--- config.mk ---
export PLATFORM = sky130hd
export DESIGN_NAME = seq_step_monitor_flat
export DESIGN_NICKNAME = d
export VERILOG_FILES = /design/src/rtl/seq_step_monitor_if.sv /design/src/rtl/seq_step_monitor.sv /design/src/flat_wrapper.sv
export SDC_FILE = /design/constraint.sdc
export NUM_CORES = 1
export LEC_CHECK = 0
export ABC_CLOCK_PERIOD_IN_PS = 3600
export CAP_MARGIN = 20
export CELL_PAD_IN_SITES_DETAIL_PLACEMENT = 0
export CELL_PAD_IN_SITES_GLOBAL_PLACEMENT = 1
export CORE_ASPECT_RATIO = 0.7
export CORE_MARGIN = 2
export CORE_UTILIZATION = 44
export DETAILED_ROUTE_END_ITERATION = 10
export HOLD_SLACK_MARGIN = 0.02
export PLACE_DENSITY_LB_ADDON = 0.3
export SETUP_SLACK_MARGIN = 0.2
export SYNTH_ARGS = -nofsm -noshare
export SYNTH_HDL_FRONTEND = slang
export SYNTH_SLANG_ARGS = --single-unit
--- constraint.sdc ---
create_clock -name clk -period 3.6 [get_ports clk]
set_clock_uncertainty 0.1 [all_clocks]
set_input_delay 0.36 -clock clk [delete_from_list [all_inputs] [get_ports clk]]
set_output_delay 0.36 -clock clk [all_outputs]
set_load 0.02 [all_outputs]
--- src/rtl/seq_step_monitor_if.sv ---
// seq_step_monitor_if
//   Bundles the programming, run-control, stimulus and status signals of
//   seq_step_monitor.
//   master : test controller side (drives table/program/start/in_bus, reads status)
//   slave  : monitor side (reads controls and in_bus, drives status)
//   Widths: CW = channel index, AW = table address, SW = step count/index.
interface seq_step_monitor_if #(
    parameter int NUM_IN = 2,
    parameter int DEPTH  = 16,
    parameter int TO_W   = 16
);
    localparam int CW = (NUM_IN > 1) ? $clog2(NUM_IN) : 1;
    localparam int AW = (DEPTH > 1) ? $clog2(DEPTH) : 1;
    localparam int SW = $clog2(DEPTH + 1);

    logic              prog_we;
    logic [AW-1:0]     prog_addr;
    logic [CW-1:0]     prog_chan;
    logic              prog_val;
    logic [SW-1:0]     num_steps;
    logic              strict;
    logic [TO_W-1:0]   timeout_limit;
    logic              start;
    logic [NUM_IN-1:0] in_bus;
    logic              busy;
    logic              done;
    logic              error;
    logic [1:0]        err_code;
    logic [SW-1:0]     step_idx;
    logic [SW-1:0]     fail_step;

    modport master (
        output prog_we, prog_addr, prog_chan, prog_val,
        output num_steps, strict, timeout_limit, start, in_bus,
        input  busy, done, error, err_code, step_idx, fail_step
    );

    modport slave (
        input  prog_we, prog_addr, prog_chan, prog_val,
        input  num_steps, strict, timeout_limit, start, in_bus,
        output busy, done, error, err_code, step_idx, fail_step
    );
endinterface

--- src/rtl/seq_step_monitor.sv ---
// seq_step_monitor
//   Watches an NUM_IN-bit stimulus bus and checks that channels reach the
//   levels listed in a run-time programmed step table, in order. Optional
//   strict mode flags changes on channels other than the one being waited
//   on; an optional per-step timeout flags stalled sequences.
//   Ports:
//     clk   : clock, rising edge
//     reset : synchronous, active-high
//     sif   : seq_step_monitor_if.slave (table programming, run control,
//             in_bus, and busy/done/error/err_code/step_idx/fail_step)
//
//   state   | meaning
//   --------+---------------------------------------------------------
//   S_IDLE  | after reset, waiting for start; table writable
//   S_RUN   | stepping through the table; table writes ignored
//   S_DONE  | all steps matched; status held until start/reset
//   S_ERROR | violation or timeout; status held until start/reset
module seq_step_monitor #(
    parameter int NUM_IN = 2,
    parameter int DEPTH  = 16,
    parameter int TO_W   = 16
) (
    input  logic clk,
    input  logic reset,
    seq_step_monitor_if.slave sif
);
    localparam int CW = (NUM_IN > 1) ? $clog2(NUM_IN) : 1;
    localparam int AW = (DEPTH > 1) ? $clog2(DEPTH) : 1;
    localparam int SW = $clog2(DEPTH + 1);

    typedef enum logic [1:0] {
        S_IDLE  = 2'd0,
        S_RUN   = 2'd1,
        S_DONE  = 2'd2,
        S_ERROR = 2'd3
    } state_t;

    state_t r_state;
    state_t w_state_nxt;

    // Step table: deliberately not reset so a reset mid-run keeps it.
    logic [CW-1:0]     r_tab_chan [DEPTH];
    logic              r_tab_val  [DEPTH];

    logic [NUM_IN-1:0] r_in_q;
    logic [NUM_IN-1:0] r_in_q_prev;
    logic [SW-1:0]     r_num_steps;
    logic              r_strict;
    logic [TO_W-1:0]   r_to_limit;
    logic [TO_W-1:0]   r_cnt;
    logic [SW-1:0]     r_step_idx;
    logic [SW-1:0]     r_fail_step;
    logic [1:0]        r_err_code;

    logic              w_tab_we;
    logic [SW-1:0]     w_num_clamped;
    logic [AW-1:0]     w_idx;
    logic [CW-1:0]     w_chan;
    logic              w_val;
    logic [NUM_IN-1:0] w_diff;
    logic [NUM_IN-1:0] w_sel;
    logic              w_viol;
    logic              w_match;
    logic              w_last;
    logic [TO_W-1:0]   w_cnt_inc;
    logic              w_to_hit;

    assign w_tab_we      = sif.prog_we && (r_state != S_RUN)
                           && (32'(sif.prog_addr) < 32'(DEPTH));
    assign w_num_clamped = (sif.num_steps > SW'(DEPTH)) ? SW'(DEPTH) : sif.num_steps;

    // step_idx < num_steps <= DEPTH whenever RUN evaluates, so the low bits address the table.
    assign w_idx   = r_step_idx[AW-1:0];
    assign w_chan  = r_tab_chan[w_idx];
    assign w_val   = r_tab_val[w_idx];

    // Any edge on a channel other than the awaited one is illegal in strict mode,
    // including a simultaneous change alongside the awaited channel.
    assign w_diff  = r_in_q ^ r_in_q_prev;
    assign w_sel   = NUM_IN'(1) << w_chan;
    assign w_viol  = r_strict && (|(w_diff & ~w_sel));
    assign w_match = (r_in_q[w_chan] == w_val);
    assign w_last  = ((r_step_idx + SW'(1)) == r_num_steps);

    assign w_cnt_inc = r_cnt + TO_W'(1);
    assign w_to_hit  = (r_to_limit != '0) && (w_cnt_inc == r_to_limit);

    always_ff @(posedge clk) begin
        if (w_tab_we) begin
            r_tab_chan[sif.prog_addr] <= sif.prog_chan;
            r_tab_val[sif.prog_addr]  <= sif.prog_val;
        end
    end

    // State register
    always_ff @(posedge clk) begin
        if (reset) begin
            r_state <= S_IDLE;
        end else begin
            r_state <= w_state_nxt;
        end
    end

    // Next-state logic
    always_comb begin
        w_state_nxt = r_state;
        case (r_state)
            S_RUN: begin
                if (w_viol) begin
                    w_state_nxt = S_ERROR;
                end else if (w_match) begin
                    if (w_last) begin
                        w_state_nxt = S_DONE;
                    end
                end else if (w_to_hit) begin
                    w_state_nxt = S_ERROR;
                end
            end
            default: begin
                if (sif.start) begin
                    w_state_nxt = (w_num_clamped == '0) ? S_DONE : S_RUN;
                end
            end
        endcase
    end

    // Outputs
    always_comb begin
        sif.busy      = (r_state == S_RUN);
        sif.done      = (r_state == S_DONE);
        sif.error     = (r_state == S_ERROR);
        sif.err_code  = r_err_code;
        sif.step_idx  = r_step_idx;
        sif.fail_step = r_fail_step;
    end

    // Datapath: input pipeline, run parameters, step index, timeout counter, error capture.
    always_ff @(posedge clk) begin
        if (reset) begin
            r_in_q      <= '0;
            r_in_q_prev <= '0;
            r_num_steps <= '0;
            r_strict    <= 1'b0;
            r_to_limit  <= '0;
            r_cnt       <= '0;
            r_step_idx  <= '0;
            r_fail_step <= '0;
            r_err_code  <= 2'd0;
        end else begin
            r_in_q      <= sif.in_bus;
            r_in_q_prev <= r_in_q;
            if (r_state == S_RUN) begin
                if (w_viol) begin
                    r_err_code  <= 2'd1;
                    r_fail_step <= r_step_idx;
                end else if (w_match) begin
                    r_step_idx <= r_step_idx + SW'(1);
                    r_cnt      <= '0;
                end else begin
                    r_cnt <= w_cnt_inc;
                    if (w_to_hit) begin
                        r_err_code  <= 2'd2;
                        r_fail_step <= r_step_idx;
                    end
                end
            end else if (sif.start) begin
                r_num_steps <= w_num_clamped;
                r_strict    <= sif.strict;
                r_to_limit  <= sif.timeout_limit;
                r_cnt       <= '0;
                r_step_idx  <= '0;
                r_err_code  <= 2'd0;
            end
        end
    end
endmodule

--- src/flat_wrapper.sv ---
// flat-port wrapper written by rule: the top's interface ports become plain ports
module seq_step_monitor_flat 
#(
    parameter int NUM_IN = 2,
    parameter int DEPTH  = 16,
    parameter int TO_W   = 16
)
  (clk, reset, sif_prog_we, sif_prog_addr, sif_prog_chan, sif_prog_val, sif_num_steps, sif_strict, sif_timeout_limit, sif_start, sif_in_bus, sif_busy, sif_done, sif_error, sif_err_code, sif_step_idx, sif_fail_step);
  seq_step_monitor_if #(.NUM_IN(NUM_IN), .DEPTH(DEPTH), .TO_W(TO_W)) sif_i ();
  input  logic clk;
  input  logic reset;
  input wire logic [$bits(sif_i.prog_we)-1:0] sif_prog_we;
  input wire logic [$bits(sif_i.prog_addr)-1:0] sif_prog_addr;
  input wire logic [$bits(sif_i.prog_chan)-1:0] sif_prog_chan;
  input wire logic [$bits(sif_i.prog_val)-1:0] sif_prog_val;
  input wire logic [$bits(sif_i.num_steps)-1:0] sif_num_steps;
  input wire logic [$bits(sif_i.strict)-1:0] sif_strict;
  input wire logic [$bits(sif_i.timeout_limit)-1:0] sif_timeout_limit;
  input wire logic [$bits(sif_i.start)-1:0] sif_start;
  input wire logic [$bits(sif_i.in_bus)-1:0] sif_in_bus;
  output wire logic [$bits(sif_i.busy)-1:0] sif_busy;
  output wire logic [$bits(sif_i.done)-1:0] sif_done;
  output wire logic [$bits(sif_i.error)-1:0] sif_error;
  output wire logic [$bits(sif_i.err_code)-1:0] sif_err_code;
  output wire logic [$bits(sif_i.step_idx)-1:0] sif_step_idx;
  output wire logic [$bits(sif_i.fail_step)-1:0] sif_fail_step;
  assign sif_i.prog_we = sif_prog_we;
  assign sif_i.prog_addr = sif_prog_addr;
  assign sif_i.prog_chan = sif_prog_chan;
  assign sif_i.prog_val = sif_prog_val;
  assign sif_i.num_steps = sif_num_steps;
  assign sif_i.strict = sif_strict;
  assign sif_i.timeout_limit = sif_timeout_limit;
  assign sif_i.start = sif_start;
  assign sif_i.in_bus = sif_in_bus;
  assign sif_busy = sif_i.busy;
  assign sif_done = sif_i.done;
  assign sif_error = sif_i.error;
  assign sif_err_code = sif_i.err_code;
  assign sif_step_idx = sif_i.step_idx;
  assign sif_fail_step = sif_i.fail_step;
  seq_step_monitor #(.NUM_IN(NUM_IN), .DEPTH(DEPTH), .TO_W(TO_W)) u_core (.clk(clk), .reset(reset), .sif(sif_i));
endmodule
# Yosys cells after proc, flatten, opt, wreduce, memory -nomap -nowiden
# Memories as Yosys holds them, arrays and structs flattened. A register that Yosys moved wholly into a read port is not among the register bits.
# Cells that the tools add are included.
[word_totals] register_bits=56 ramBits=32 in_bits=34 n_memories=2
[mem_list] memory="u_core.r_tab_chan" words=16 width=1 read_ports=1 rd_ports_with_merged_regs=1 write_ports=1 line_no="seq_step_monitor.sv:42" text="logic [CW-1:0] r_tab_chan [DEPTH];"
[mem_list] memory="u_core.r_tab_val" words=16 width=1 read_ports=1 rd_ports_with_merged_regs=1 write_ports=1 line_no="seq_step_monitor.sv:43" text="logic r_tab_val [DEPTH];"
[classes] add_sub_neg=2 order_cmp=2 eq_ne=14 shifts=1 n_mux=32 bitwise_logic=4 n_reduce_logical=14
[op_table] cell="16-bit 2-to-1 mux" count=4
[op_table] cell="5-bit 2-to-1 mux" count=8
[op_table] cell="2-bit 2-to-1 mux" count=12
[op_table] cell="16-bit by 1-bit adder with 16-bit output, second input constant" count=1
[op_table] cell="16-bit equality test" count=1
[op_table] cell="4-bit 2-to-1 mux" count=4
[op_table] cell="16-bit nonzero test" count=1
[op_table] cell="3-bit AND reduction" count=4
[op_table] cell="2-bit by 1-bit != test with 1-bit output, second input constant" count=3
[op_table] cell="5-bit by 1-bit adder with 5-bit output, second input constant" count=1
[op_table] cell="5-bit equality test" count=1
[op_table] cell="5-bit greater-than comparator, second input constant" count=1
[op_table] cell="5-bit logical NOT" count=1
[op_table] cell="2-bit equality test, second input constant" count=2
[op_table] cell="1-bit 2-to-1 mux" count=4
[op_table] cell="4-bit by 1-bit != test with 1-bit output, second input constant" count=1
[op_table] cell="4-bit by 3-bit != test with 1-bit output, second input constant" count=1
[op_table] cell="2-bit AND reduction" count=2
[op_table] cell="2-bit nonzero test" count=2
[op_table] cell="1-bit logical AND" count=3
[op_table] cell="3-bit by 1-bit != test with 1-bit output, second input constant" count=1
[op_table] cell="3-bit by 2-bit != test with 1-bit output, second input constant" count=1
[op_table] cell="2-bit AND" count=1
[op_table] cell="2-bit by 1-bit equality test with 1-bit output, second input constant" count=1
[op_table] cell="8 further kinds" count=8

# Depth between registers and ports, before layout
# Gate-level depths: netlist of the first run.
[depth] word_depth=9 ltp_mapped=10 depth_no_buf=9

# Least setup slack after synthesis of the first run
# OpenSTA, ideal clock, no wires.
[synth_path] kind="register to register" startpoint="register (tool-made name)" endpoint="register u_core.r_cnt[12]" setup_time_ns=0.074 arrival_ns=2.711 setup_slack_ns=0.714 stages_incl_launch_ff=9 path_buffers=1 cell_sequence="dfxtp_1 buf_2 mux2_2 a222oi_1 a21oi_1 or4_4 and2_4 or4_1 a31oi_1"
[synth_rtl] item="to (signal assigned)" line_no="seq_step_monitor.sv:160" text="r_cnt <= w_cnt_inc;"
[synth_rtl] item="to (decl)" line_no="seq_step_monitor.sv:50" text="logic [TO_W-1:0] r_cnt;"

# Worst setup path in the final report of the first run
[layout_path] startpoint="register u_core.r_cnt[1]" endpoint="register u_core.r_fail_step[2] (netlist: u_core.sif.fail_step[2])"
[layout_between] elab_chain_len=5
[layout_lines] item="16-bit by 1-bit adder with 16-bit output" line_no="seq_step_monitor.sv:85" text="assign w_cnt_inc = r_cnt + TO_W'(1);"
[layout_lines] item="16-bit equality test" line_no="seq_step_monitor.sv:86" text="assign w_to_hit = (r_to_limit != '0) && (w_cnt_inc == r_to_limit);"
[layout_lines] item="1-bit logical AND" line_no="seq_step_monitor.sv:86"
[layout_lines] item="2-bit nonzero test (no source line)"
[layout_lines] item="3-bit AND reduction (no source line)"
[layout_lines] item="to (signal assigned)" line_no="seq_step_monitor.sv:155" text="r_fail_step <= r_step_idx;"
[layout_lines] item="to (signal assigned)" line_no="seq_step_monitor.sv:163" text="r_fail_step <= r_step_idx;"
[layout_lines] item="to (decl)" line_no="seq_step_monitor.sv:52" text="logic [SW-1:0] r_fail_step;"
# No other way between the ends.
# A chain may end at the register's enable or synchronous reset.

==> results_dict.tcl, run 1 <==
set metrics [dict create \
    hp-class "reg2reg" \
    worst_slew_pin_slew_ns 0.781 \
    ant_nets 0 \
    dr.first_iter.drc_count 416 \
    routed_via_density 5.95 \
    wire_per_inst_um 18.6 \
    htreeDepth 3 \
    nets 590 \
    drcViolationCount 0 \
    finalCriticalPeriod_ns 3.24 \
    critical_path_class "reg2reg" \
    muxShareOfSynthArea 0.0508 \
    yosysMostFrequentCell "nand2_1" \
    initial_core_util 0.456 \
    end_kind "flip-flop" \
    final-max-slew-violation-count 0 \
    total_power_mw 2.47 \
    power.density_mw_per_mm2 437 \
    clk_latency_ns 0.34 \
    peakVddDrop_mv 0.297 \
    cts_made_buffers 9 \
    cts_sinks 92 \
    synth_area_per_cell_um2 9.20 \
    synth-edff-count 32 \
    syn_nets 553 \
    max_stage_delay_ns 0.64 \
    grt_usage 0.229 \
    status "complete, no violations" \
    wl_um 12800 \
    fp-row-count 31 \
    grt_start_max_net_pins 45 \
    place_area_mm2 0.00533 \
    cts_buffer_depth 2 \
    die_area_mm2 0.0117 \
    power_leakage_nw 1.82 \
    critPathSlowestCell "or4_1" \
    rsz0062_at_grt "yes" \
    async_flop_share 0 \
    synth_top_family_by_area "simple AND/OR/NAND/NOR gates" \
    io_pins 49 \
    final_layout_size_suffix_gt1_frac 0.0948 \
    final_core_util 0.542 \
    whs_ns 0.373 \
    grt_pass1_wl_um 20700 \
    ys_ff_latch 92 \
    multi_input_area_mm2 0.00242 \
    ys_seq_area_frac 0.455 \
    seq_area_mm2 0.00216 \
    synthSimpleGateAreaFrac 0.244 \
    syn_to_final_growth_pct 18.8 \
    crit_required_ns 3.72 \
    fmax_ghz 0.309 \
    core_area_mm2 0.0104 \
    fp.dieH_um 91.0 \
    synth_fa_ha_area_frac 0.00526 \
    crit_chain "ha_1 > nand3_2 > or4_1 > o21ai_0 > and3_1 > nand3_1 > or2_2 > o311ai_0" \
    synthXorXnorAreaFrac 0.0547 \
    antenna_found_initial 0 \
    drv_cap 0 \
    cts_tree "done" \
    holdPathStages 2 \
    hold_buffers 0 \
    layout_worst_path_cycle_share 0.900 \
    grt.overflow.total 0 \
    antenna_cells 0 \
    fill_cells 937 \
    yosysTopAreaCellShare 0.253 \
    finalHoldViolCount 0 \
    grt_pass1_vias 3743 \
    ys_warn_count 0 \
    setup_viol 0 \
    syn-instance-count 517 \
    fp.dieW_um 128 \
    hpwl_um 9460 \
    critPathArrivalTime_ns 3.36 \
    tns_ns 0 \
    reg2reg_depth 8 \
    synth_area_leaders "dfxtp_1, edfxtp_1, a21oi_1" \
    synthTopCellsByCount "nand2_1, dfxtp_1, a21oi_1" \
    max-slew-margin-rel 0.476 \
    critPathMaxFanout 8 \
    root_buffer "clkbuf_16" \
    cp-start-kind "flip-flop" \
    syn-cell-area_mm2 0.00476 \
    yosysTopAreaCell "dfxtp_1" \
    synth.distinct_cells 62 \
    path_clk_slew_ns 0.07 \
    first_pass_iters 5 \
    io_buffer_count 48 \
    final_area_mm2 0.00565 \
    synthFlopType "dfxtp_1" \
    synth_compound_area_frac 0.150 \
    via_count 4113 \
    gp_congestion 0.863 \
]
## flip-flops by register name (all words and copies together), names as in the netlist, named ones only
name	cells
u_core.r_tab_chan	16
u_core.sif.step_idx	5
u_core.sif.err_code	2
u_core.sif.fail_step	5
u_core.r_state	2
u_core.r_in_q	2
u_core.r_in_q_prev	2
u_core.r_num_steps	5
u_core.r_tab_val	16
u_core.r_strict	1
u_core.r_to_limit	16
u_core.r_cnt	16
## placed cells by master (no fill, tap or decap), types with 3 or more instances in the layout
master           count
nor2_1              28
nand3_1             19
nand2b_1             4
nor3_1              18
clkbuf_16            9
and3_1               4
nor2b_1              9
o31ai_1              5
o22ai_1              3
mux4_2               6
or4_1                5
nand4_1             15
nor4_1               9
nand3b_1            10
clkdlybuf4s50_1     47
nor3b_1             10
edfxtp_1            32
inv_1               12
or3_1                9
a22oi_1              3
o21ai_0             13
mux2_2               4
o32ai_1              8
a21oi_1             53
o211ai_1             5
nand4b_1             3
a31oi_1              4
dfxtp_1             59
xnor2_1             13
buf_4               13
xor2_1              14
nand2_1             63
## final cells by class
class | count | share of cell area
repair buffers | 61 | 0.101
multi-input cells | 378 | 0.429
well taps | 132 | 0.0292
flip-flops and latches | 92 | 0.383
clock buffers | 12 | 0.0454
inverters | 12 | 0.00797
clock inverters | 4 | 0.00443
## worst max-delay path: cells and delay by family (launching register included)
family | cells | cell delay, ns
adders and majority gates | 1 | 0.38
DFF | 1 | 0.41
and+or+nand+nor | 5 | 1.66
AOI/OAI and AO/OA | 2 | 0.57
## logic make-up (layout without fill, tap and decap cells)
| family | Yosys count | after routing |
|---|---|---|
| simple gates | 220 | 220 |
| compound gates | 114 | 114 |
| flops | 92 | 92 |
| buf+inv | 47 | 89 |
| xor+xnor | 28 | 28 |
| mux | 14 | 14 |
| fa+ha+maj | 2 | 2 |
## timing repair
action                                  in CTS  in global routing
resized for setup                            0                  5
endpoints found under the setup margin       0                 11
setup buffers                                0                  2
## report_power, final
| part | switching, mW | internal [mW] | total [mW] | leakage [nW] |
|---|---|---|---|---|
| registers | 0.0401 | 1.11 | 1.15 | 0.777 |
| logic | 0.252 | 0.173 | 0.425 | 0.905 |
| clock network | 0.390 | 0.504 | 0.893 | 0.136 |
| total | 0.682 | 1.79 | 2.47 | 1.82 |
## per-layer routing
metal | up-vias | routed length, um | share of wire | track usage
li1 | 1999 | - | - | -
met1 | 1939 | 6820 | 0.53 | 0.390
met2 | 164 | 4840 | 0.38 | 0.282
met3 | 11 | 1060 | 0.083 | 0.0466
met4 | 0 | 117 | 0.0091 | 0.0540
met5 | - | 0 | 0 | 0
## stage by stage
step | std cells | setup WS [ns]
detailed placement | 673 | 0.287
CTS | 689 | 0.277
global placement | 673 | 0.377
floorplan | 517 | 0.714
global route | 691 | 0.103
finish | 691 | 0.362
## final timing paths
kind              slack (ns)                       to            start
hold / removal          0.37          u_core.r_strict  u_core.r_strict
setup / recovery        0.36  u_core.sif.fail_step[2]  u_core.r_cnt[1]
hold reg to reg         0.37          u_core.r_strict  u_core.r_strict
setup reg to reg        0.36  u_core.sif.fail_step[2]  u_core.r_cnt[1]
Power figures use the tool's default switching activity.
==> inputs of run 2 (changes only) <==
CELL_PAD_IN_SITES_DETAIL_PLACEMENT = 2   (was 0)
CELL_PAD_IN_SITES_GLOBAL_PLACEMENT = 2   (was 1)
CORE_UTILIZATION = 36   (was 44)
==> results_dict.tcl, run 2 (synthesis gave the netlist of run 1 again) <==
set metrics [dict create \
    max-slew-margin-rel 0.504 \
    power.density_mw_per_mm2 462 \
    dr.first_iter.drc_count 316 \
    drcViolationCount 0 \
    fmax_ghz 0.307 \
    holdPathStages 2 \
    cts_sinks 92 \
    antenna_cells 0 \
    first_pass_iters 5 \
    power_leakage_nw 1.86 \
    final_core_util 0.443 \
    path_clk_slew_ns 0.06 \
    critPathArrivalTime_ns 3.42 \
    wire_per_inst_um 23.8 \
    cts_made_buffers 9 \
    finalCriticalPeriod_ns 3.26 \
    finalHoldViolCount 0 \
    final-max-slew-violation-count 0 \
    io_buffer_count 48 \
    critPathMaxFanout 14 \
    io_pins 49 \
    hpwl_um 12500 \
    die_area_mm2 0.0142 \
    critical_path_class "reg2reg" \
    htreeDepth 3 \
    whs_ns 0.376 \
    worst_slew_pin_slew_ns 0.744 \
    antenna_found_initial 0 \
    gp_congestion 0.831 \
    via_count 4400 \
    ant_nets 0 \
    status "complete, no violations" \
    tns_ns 0 \
    grt.overflow.total 0 \
    fp.dieH_um 100 \
    fp-row-count 35 \
    initial_core_util 0.366 \
    grt_pass1_vias 4555 \
    core_area_mm2 0.0130 \
    cp-start-kind "flip-flop" \
    rrSetupSlack_ns 0.34 \
    wl_um 17300 \
    layout_commonest_cell "nand2_1" \
    syn_to_final_growth_pct 21.2 \
    final_area_mm2 0.00576 \
    cts_tree "done" \
    grt_usage 0.251 \
    hp-class "reg2reg" \
    setup_viol 0 \
    rsz0062_at_grt "no" \
    layout_worst_path_cycle_share 0.905 \
    fp.dieW_um 141 \
    nets 594 \
    end_kind "flip-flop" \
    drv_cap 0 \
    peakVddDrop_mv 0.236 \
    routed_via_density 6.04 \
    reg2reg_depth 7 \
    fill_cells 1405 \
    cts_buffer_depth 2 \
    root_buffer "clkbuf_16" \
    grt_start_max_net_pins 43 \
    crit_required_ns 3.77 \
    grt_pass1_wl_um 26700 \
    final_layout_size_suffix_gt1_frac 0.0977 \
    clk_latency_ns 0.35 \
    final_cell_mix "nand2_1, dfxtp_1, a21oi_1" \
    place_area_mm2 0.00541 \
]
==> run 2: cell count changes in the layout (fill, tap and decap cells not counted), moves of 2 or more <==
cell and change:
buf_4 +4, clkbuf_1 +2, clkbuf_16 +2, clkbuf_8 -2
==> run 2: report_power, final <==
group          internal, mW  leakage [nW]  switching (mW)  total (mW)
clock                 0.627         0.158           0.414        1.04
combinational         0.178         0.924           0.286       0.463
sequential             1.11         0.777          0.0465        1.16
total                  1.92          1.86           0.747        2.66
==> run 2: per-layer routing <==
metal	GRT usage	routed length (um)	vias to the layer above
li1	-	-	1997
met1	0.366	8410	2266
met2	0.399	7890	130
met3	0.0415	899	7
met4	0.0492	112	0
met5	0	0	-
==> run 2: timing repair <==
item | 4_1_cts | 5_1_grt
hold buffers | 0 | 0
gates resized for setup | 0 | 4
endpoints found under the setup margin | 0 | 17
setup buffers | 0 | 1
==> run 2: path summary, 6_finish.rpt <==
check | start | endpoint
worst max register to register | flip-flop | u_core.r_cnt[7]
worst max-delay path | flip-flop | u_core.r_cnt[7]
worst min-delay path | u_core.r_num_steps[1] | u_core.r_num_steps[1]
worst min register to register | u_core.r_num_steps[1] | u_core.r_num_steps[1]
==> run 2: final cells by class <==
type	count	area, um^2	area share
Clock buffer	14	287	0.0497
Inverter	12	45.0	0.00782
Clock inverter	2	38.8	0.00673
Tap cell	166	208	0.0360
Multi-Input combinational cell	378	2420	0.420
Sequential cell	92	2160	0.375
Timing Repair Buffer	65	603	0.105
==> run 2: through the flow <==
step	instances	power [mW]	worst slack, ns
global route	729	2.76	0.205
floorplan	517	1.43	0.714
global placement	712	1.60	0.448
finish	729	2.66	0.342
CTS	728	2.67	0.242
detailed placement	712	1.63	0.373
==> run 2: worst max-delay path, cell delays in order, from the launching register on <==
cell and delay [ns]:
dfxtp_1 0.56, mux4_2 0.58, mux2i_1 0.28, nor2_1 0.14, or4_4 0.55, and2_4 0.24
or4_1 0.53, a21oi_1 0.19
==> inputs of run 3 (changes only) <==
CTS_CLUSTER_DIAMETER = 60   (was default)
GPL_TIMING_DRIVEN = 0   (was default)
==> results_dict.tcl, run 3 (synthesis gave the netlist of run 1 again) <==
set metrics [dict create \
    status "complete, no violations" \
    io_pins 49 \
    worst_slew_pin_slew_ns 0.717 \
    htreeDepth 3 \
    cp_num_buf_inv 1 \
    fp.dieW_um 141 \
    gp_congestion 0.840 \
    power.density_mw_per_mm2 453 \
    cts_tree "done" \
    hp-class "reg2reg" \
    die_area_mm2 0.0142 \
    rsz0062_at_grt "yes" \
    cts_made_buffers 9 \
    cts_sinks 92 \
    wl_um 17800 \
    tns_ns 0 \
    core_area_mm2 0.0130 \
    final_area_mm2 0.00585 \
    dp_slack_ns -0.0868 \
    place_inst 731 \
    drcViolationCount 0 \
    cp_top_family "simple AND/OR/NAND/NOR gates" \
    fill_cells 1413 \
    critical_path_class "reg2reg" \
    first_pass_iters 5 \
    via_count 4481 \
    total_power_mw 2.65 \
    setup_viol 0 \
    cp_num_cells 9 \
    final_cell_mix "nand2_1, dfxtp_1, a21oi_1" \
    ant_nets 0 \
    initial_core_util 0.366 \
    layout_worst_path_cycle_share 0.918 \
    hpwl_um 13200 \
    finalHoldViolCount 0 \
    critPathMaxFanout 8 \
    fin_ws_ns 0.295 \
    wire_per_inst_um 23.7 \
    critPathArrivalTime_ns 3.46 \
    root_buffer "clkbuf_16" \
    cp-start-kind "flip-flop" \
    final-max-slew-violation-count 0 \
    routed_via_density 5.97 \
    grt.overflow.total 0 \
    grt_pass1_vias 4720 \
    drv_cap 0 \
    fmax_ghz 0.303 \
    dr.first_iter.drc_count 343 \
    grt_usage 0.262 \
    end_kind "flip-flop" \
    final_cells 750 \
    antenna_found_initial 0 \
    grt_start_max_net_pins 19 \
    path_clk_slew_ns 0.07 \
    peakVddDrop_mv 0.238 \
    max_stage_delay_ns 0.63 \
    reg2reg_depth 9 \
    holdPathStages 1 \
    critPathSlowestCell "or4_4" \
    place_area_mm2 0.00544 \
    syn_to_final_growth_pct 22.9 \
    max-slew-margin-rel 0.522 \
    io_buffer_count 48 \
    layout_commonest_cell "nand2_1" \
    crit_required_ns 3.75 \
    fp.dieH_um 100 \
    cpMostUsedCell "nand3_2" \
    finalCriticalPeriod_ns 3.30 \
    clk_latency_ns 0.36 \
    final_layout_size_suffix_gt1_frac 0.111 \
    antenna_cells 0 \
    fp-row-count 35 \
    power_leakage_nw 1.87 \
    nets 615 \
    grt_pass1_wl_um 28000 \
    cts_buffer_depth 2 \
    crit_chain "ha_1 > clkbuf_2 > nand3_2 > or4_4 > o21ai_0 > and3_1 > nand3_2 > or2_2 > o311ai_0" \
]
==> run 3: changes by cell type in the layout (fill, tap and decap cells not counted), moves of 4 or more <==
cell / delta
buf_2: +4
buf_4: -14
clkbuf_1: +18
clkbuf_2: +7
nand3_1: -4
nand3_2: +4
==> run 3: through the flow <==
step                hold WS, ns   util
finish                    0.387  0.449
global placement          0.354  0.419
floorplan                 0.337      -
global route              0.420  0.449
detailed placement        0.372  0.419
CTS                       0.390  0.446
==> run 3: worst register-to-register path: cells and delay by family (launching register included) <==
family / cells / cell delay [ns]
and+or+nand+nor: 5 / 1.71
AOI/OAI and AO/OA: 2 / 0.51
DFF: 1 / 0.46
buffers and inverters: 1 / 0.23
adders and majority gates: 1 / 0.19
==> run 3: what timing repair did <==
action,4_1_cts,5_1_grt
endpoints found under the setup margin,32,32
gates resized for setup,9,16
pin swaps,1,1
hold buffers,0,0
setup buffers,1,2
gates cloned,0,0
==> run 3: final cells by class <==
class                   instances  area (um^2)  area share
multi-input cells             378         2460       0.421
flip-flops and latches         92         2160       0.370
repair buffers                 51          503      0.0860
clock buffers                   9          225      0.0385
well taps                     166          208      0.0355
plain buffers                  35          154      0.0263
clock inverters                 7         87.6      0.0150
inverters                      12         45.0     0.00771
==> run 3: final timing paths <==
check	from	endpoint	slack (ns)
max	u_core.r_cnt[1]	u_core.sif.fail_step[2]	0.30
min	u_core.sif.err_code[1]	u_core.sif.err_code[1]	0.39
max reg2reg	u_core.r_cnt[1]	u_core.sif.fail_step[2]	0.30
min reg2reg	u_core.sif.err_code[1]	u_core.sif.err_code[1]	0.39
==> run 3: power breakdown <==
| group | leakage, nW | internal (mW) | switching (mW) | total, mW |
|---|---|---|---|---|
| sequential | 0.777 | 1.11 | 0.0419 | 1.15 |
| combinational | 0.941 | 0.173 | 0.290 | 0.463 |
| clock | 0.155 | 0.558 | 0.471 | 1.03 |
==> run 3: per-layer routing <==
layer / share of wire / wire length, um / vias to the layer above / track usage
li1: - / - / 2047 / -
met1: 0.48 / 8530 / 2280 / 0.382
met2: 0.46 / 8180 / 142 / 0.417
met3: 0.052 / 932 / 12 / 0.0406
met4: 0.0083 / 148 / 0 / 0.0492
met5: 0 / 0 / - / 0
